===== src/rtl/sap1_controller.sv =====
// SAP-1 control sequencer: one-hot T1..T6 ring counter decoded with the IR opcode
// into the control word for the PC, MAR, RAM, IR, A, B, output register and ALU.
module sap1_controller #(
    parameter logic [3:0] OP_LDA = 4'h0,
    parameter logic [3:0] OP_ADD = 4'h1,
    parameter logic [3:0] OP_SUB = 4'h2,
    parameter logic [3:0] OP_OUT = 4'hE,
    parameter logic [3:0] OP_HLT = 4'hF
) (
    input  logic       clk_i,
    input  logic       rstn_i,
    input  logic       run_i,
    input  logic [3:0] ir_opcode_i,
    output logic       cp_o,
    output logic       ep_o,
    output logic       lm_o,
    output logic       ce_o,
    output logic       li_o,
    output logic       ei_o,
    output logic       la_o,
    output logic       ea_o,
    output logic       su_o,
    output logic       eu_o,
    output logic       lb_o,
    output logic       lo_o,
    output logic       halted_o,
    output logic [5:0] tstate_o
);

    typedef enum logic [5:0] {
        T1 = 6'b000001,
        T2 = 6'b000010,
        T3 = 6'b000100,
        T4 = 6'b001000,
        T5 = 6'b010000,
        T6 = 6'b100000
    } tstate_t;

    tstate_t tstate_reg, tstate_next;
    logic    halted_reg, halted_next;
    logic    tstate_legal;

    assign tstate_legal = $onehot(tstate_reg);
    assign tstate_o     = tstate_reg;
    assign halted_o     = halted_reg;

    always_ff @(posedge clk_i) begin
        if (!rstn_i) begin
            tstate_reg <= T1;
            halted_reg <= 1'b0;
        end else begin
            tstate_reg <= tstate_next;
            halted_reg <= halted_next;
        end
    end

    // A corrupted ring recovers to T1 regardless of run/halt so it never wedges.
    always_comb begin
        tstate_next = tstate_reg;
        halted_next = halted_reg;
        if (!tstate_legal) begin
            tstate_next = T1;
        end else if (run_i && !halted_reg) begin
            if (tstate_reg == T4 && ir_opcode_i == OP_HLT) begin
                halted_next = 1'b1;
            end else begin
                tstate_next = tstate_t'({tstate_reg[4:0], tstate_reg[5]});
            end
        end
    end

    // Control word decode; everything is quiet in reset, pause and halt.
    always_comb begin
        cp_o = 1'b0;
        ep_o = 1'b0;
        lm_o = 1'b0;
        ce_o = 1'b0;
        li_o = 1'b0;
        ei_o = 1'b0;
        la_o = 1'b0;
        ea_o = 1'b0;
        su_o = 1'b0;
        eu_o = 1'b0;
        lb_o = 1'b0;
        lo_o = 1'b0;
        if (rstn_i && run_i && !halted_reg) begin
            case (tstate_reg)
                T1: begin
                    ep_o = 1'b1;
                    lm_o = 1'b1;
                end
                T2: cp_o = 1'b1;
                T3: begin
                    ce_o = 1'b1;
                    li_o = 1'b1;
                end
                T4: begin
                    if (ir_opcode_i == OP_LDA || ir_opcode_i == OP_ADD || ir_opcode_i == OP_SUB) begin
                        ei_o = 1'b1;
                        lm_o = 1'b1;
                    end else if (ir_opcode_i == OP_OUT) begin
                        ea_o = 1'b1;
                        lo_o = 1'b1;
                    end
                end
                T5: begin
                    if (ir_opcode_i == OP_LDA) begin
                        ce_o = 1'b1;
                        la_o = 1'b1;
                    end else if (ir_opcode_i == OP_ADD || ir_opcode_i == OP_SUB) begin
                        ce_o = 1'b1;
                        lb_o = 1'b1;
                        su_o = (ir_opcode_i == OP_SUB);
                    end
                end
                T6: begin
                    // su stays up from T5 so the registered ALU result is the difference.
                    if (ir_opcode_i == OP_ADD || ir_opcode_i == OP_SUB) begin
                        eu_o = 1'b1;
                        la_o = 1'b1;
                        su_o = (ir_opcode_i == OP_SUB);
                    end
                end
                default: ;
            endcase
        end
    end

endmodule


===== config.mk =====
export PLATFORM = sky130hd
export DESIGN_NAME = sap1_controller
export DESIGN_NICKNAME = d
export VERILOG_FILES = /design/src/rtl/sap1_controller.sv
export SDC_FILE = /design/constraint.sdc
export NUM_CORES = 1
export LEC_CHECK = 0
export BUFFER_PORTS_ARGS = -buffer_cell sky130_fd_sc_hd__buf_2
export CELL_PAD_IN_SITES_DETAIL_PLACEMENT = 1
export CELL_PAD_IN_SITES_GLOBAL_PLACEMENT = 1
export CORE_MARGIN = 3
export CORE_UTILIZATION = 32
export CTS_CLUSTER_DIAMETER = 60
export CTS_CLUSTER_SIZE = 30
export DETAILED_ROUTE_END_ITERATION = 10
export PLACE_DENSITY = 0.76
export SKIP_LAST_GASP = 1
export SYNTH_ARGS = -nofsm -noshare
export SYNTH_HDL_FRONTEND = slang
export SYNTH_SLANG_ARGS = --single-unit
export TNS_END_PERCENT = 100

===== constraint.sdc =====
create_clock -name clk_i -period 3.9 [get_ports clk_i]
set_input_delay 0.195 -clock clk_i [delete_from_list [all_inputs] [get_ports clk_i]]
set_output_delay 0.195 -clock clk_i [all_outputs]
set_load 0.02 [all_outputs]

==> metrics <==
Buf/Inv on CP 2; synth unique cells 33; CP Launch Type flip-flop; vias in the first global route 678; RSZ-0062 raised after global routing false; die width 50.74 um; worst path cell trace inv_1 > fa_1 > fa_1 > inv_1 > ha_1 > fa_1 > nor4bb_1 > o221ai_1; wire per inst 14.08 um; post-synthesis sequential area ratio 0.2187; Slew headroom 0.6074; core area 1802 um^2; first drt pass iteration count 4; CTS Hold Buffers Added 0; global route overflow 0; area of the multi-input gates 454.2 um^2; minimum clock period 3.145 ns; fmax 317.9 MHz; register area 140.1 um^2; Antenna Cells 0; Worst Skew approximately 0.0050 ns; Place WS roughly 0.76 ns; number of max-cap violations 0; die area 2575 um^2; #FFs+latches synth 7; CP max stage cell nor4bb_1; pins over their slew limit 0; status completed; setup ws final 0.7547 ns; Cell Pwr Density approximately 390 nW/um^2; Row Count 15; postcts setup bufs 0; setup total negative slack 0 ns; synth warn 0; share of cells above drive strength 1 0.2870; number of H-tree levels 1; initial antenna violation count 0; Async S/R FF share, synth 0; period utilization 0.8065; Critical Path AT 3.24 ns; TritonCTS clock tree built; Detailed Route WL around 1900 um; GPL Wtd Cong 0.7888; num ports 26; TritonCTS Buffers 3; Fin Hold WS 0.2257 ns; Post-Route Utilization 0.4500; area delta synth->final 26.56%; 1st-iter DRT viols 6; Peak supply drop 0.0002525 V; antenna viol nets, final 0; final instance area 810.8 um^2; CP delay by family, top adder cells; critical path class flip-flop to flip-flop; Mean Syn Cell Area 7.909 um^2; Syn Std Cell Area 640.6 um^2; Slew @ Worst Pin 0.5810 ns; Final nets 123; initial core utilization 0.3556; Synth Net Count 95; Layout Cells excl Fill approximately 130; drt drc 0; Reg clk slew, reported paths 0.05 ns; largest net degree at the start of global routing 11; Req. time, crit path roughly 4.0 ns; crit-path max cell delay between 0.5 and 0.6 ns; EDFF count, synth 0; Top cell by count, worst path fa_1; endpoints failing setup 0; global-route wire length before repair 3077 um; layout filler cell count around 240; Final Hold Fails 0; clock root cell clkbuf_4; IO Port Bufs 25; die height around 50 um; placed cell areas approximately 780 um^2; via count slightly below 700; via-per-instance ratio around 5.2; crit path capture type flip-flop; Syn Inst Count 81; most used flip-flop cell after synthesis dfxtp_1; worst skew pair latency roughly 0.26 ns; clock sink count 7; critical-path maximum fanout 5; PostCTS Resize Cnt 0; Total GRT Usage 0.1628; HP Class input pin to flip-flop; Post-DP HPWL 1542 um; Leak 0.3621 nW; Overall Power between 0.3 and 0.4 mW; Clock Path Buffers 2; placed cell count 129
==> final timing paths <==
| check | to | slack (ns) | depth (start not counted) | start |
|---|---|---|---|---|
| worst min-delay path | halted_o | 0.23 | 3 | run_i |
| worst max-delay path | tstate_o[0] | 0.75 | 8 | tstate_o[1] |
| worst max register to register | tstate_o[0] | 0.75 | 8 | tstate_o[1] |
| worst min register to register | halted_o | 0.51 | 2 | halted_o |
==> cell usage after synthesis (2+ instances only) <==
cell type,n,area [um^2]
o311ai_0,2,17.52
inv_1,9,33.78
a21oi_1,3,15.01
nand3_1,3,15.01
ha_1,4,50.05
nand4b_1,2,17.52
a31oi_1,2,12.51
nor2_1,5,18.77
dfxtp_1,7,140.1
fa_1,3,60.06
nand2b_1,2,12.51
nand2_1,18,67.56
==> registers in the layout (all words and copies together), names as in the netlist <==
signal / count
halted_o: 1
tstate_o: 6
==> logic make-up (layout without fill, tap and decap cells) <==
group | after synthesis | in the layout | synth area share
AND/OR/NAND/NOR | 41 | 41 | 0.3652
buffers and inverters | 11 | 38 | 0.07226
multiplexers | 1 | 1 | 0.01563
AO/OA/AOI/OAI | 13 | 13 | 0.1426
XOR/XNOR | 1 | 1 | 0.01367
adder cells (fa/ha/maj) | 7 | 7 | 0.1719
flip-flops | 7 | 7 | 0.2187
==> layer usage <==
| metal | GRT usage | part of all wire | wire, um |
|---|---|---|---|
| met1 | 0.1821 | 0.44 | 829 |
| met2 | 0.2848 | 0.47 | 888 |
| met5 | 0 | 0 | 0 |
| met4 | 0.09417 | 0.027 | 50 |
| met3 | 0.02967 | 0.056 | 105 |
==> worst reg2reg max path, stage by stage, from the launching register on <==
cell and delay (ns):
dfxtp_1 0.41, inv_1 0.12, fa_1 0.49, fa_1 0.50, inv_1 0.05, ha_1 0.18
fa_1 0.45, nor4bb_1 0.56, o221ai_1 0.23
==> cells in the final DEF, fill, tap and decap left out, drive strengths merged <==
| cell type | synthesis | routed |
|---|---|---|
| inv | 9 | 9 |
| nand2 | 18 | 18 |
| and4bb | 1 | 1 |
| nor2b | 1 | 1 |
| nand4bb | 1 | 1 |
| buf | 1 | 25 |
| nand2b | 2 | 2 |
| or3 | 1 | 1 |
| ha | 4 | 4 |
| o31ai | 1 | 1 |
| a21oi | 3 | 3 |
| a211oi | 1 | 1 |
| mux2i | 1 | 1 |
| nor4 | 1 | 1 |
| o311ai | 2 | 2 |
| o221ai | 1 | 1 |
| dfxtp | 7 | 7 |
| nor3 | 1 | 1 |
| o21ai | 1 | 1 |
| nand4b | 2 | 2 |
| o31a | 1 | 1 |
| nor3b | 1 | 1 |
| fa | 3 | 3 |
| nor4bb | 1 | 1 |
| clkbuf | 1 | 4 |
| or3b | 1 | 1 |
| nand3 | 3 | 3 |
| nor2 | 5 | 5 |
| xor2 | 1 | 1 |
| a31oi | 2 | 2 |
| a2111oi | 1 | 1 |
| nor4b | 2 | 2 |
==> layout make-up <==
type / count / area share
multi-input combinational: 63 / 0.5602
sequential: 7 / 0.1728
timing repair buffer: 25 / 0.1543
inverter: 9 / 0.04167
tap: 25 / 0.03858
clock buffer: 4 / 0.03241
==> report_power, final <==
group	switching [mW]	total [mW]	leakage, nW	internal [mW]
Sequential	0.0135	0.0950	0.0568	0.0815
Clock	0.0286	0.0677	0.0150	0.0392
Combinational	0.0960	0.154	0.290	0.0583
No activity file was read; power rests on OpenSTA's default activity.
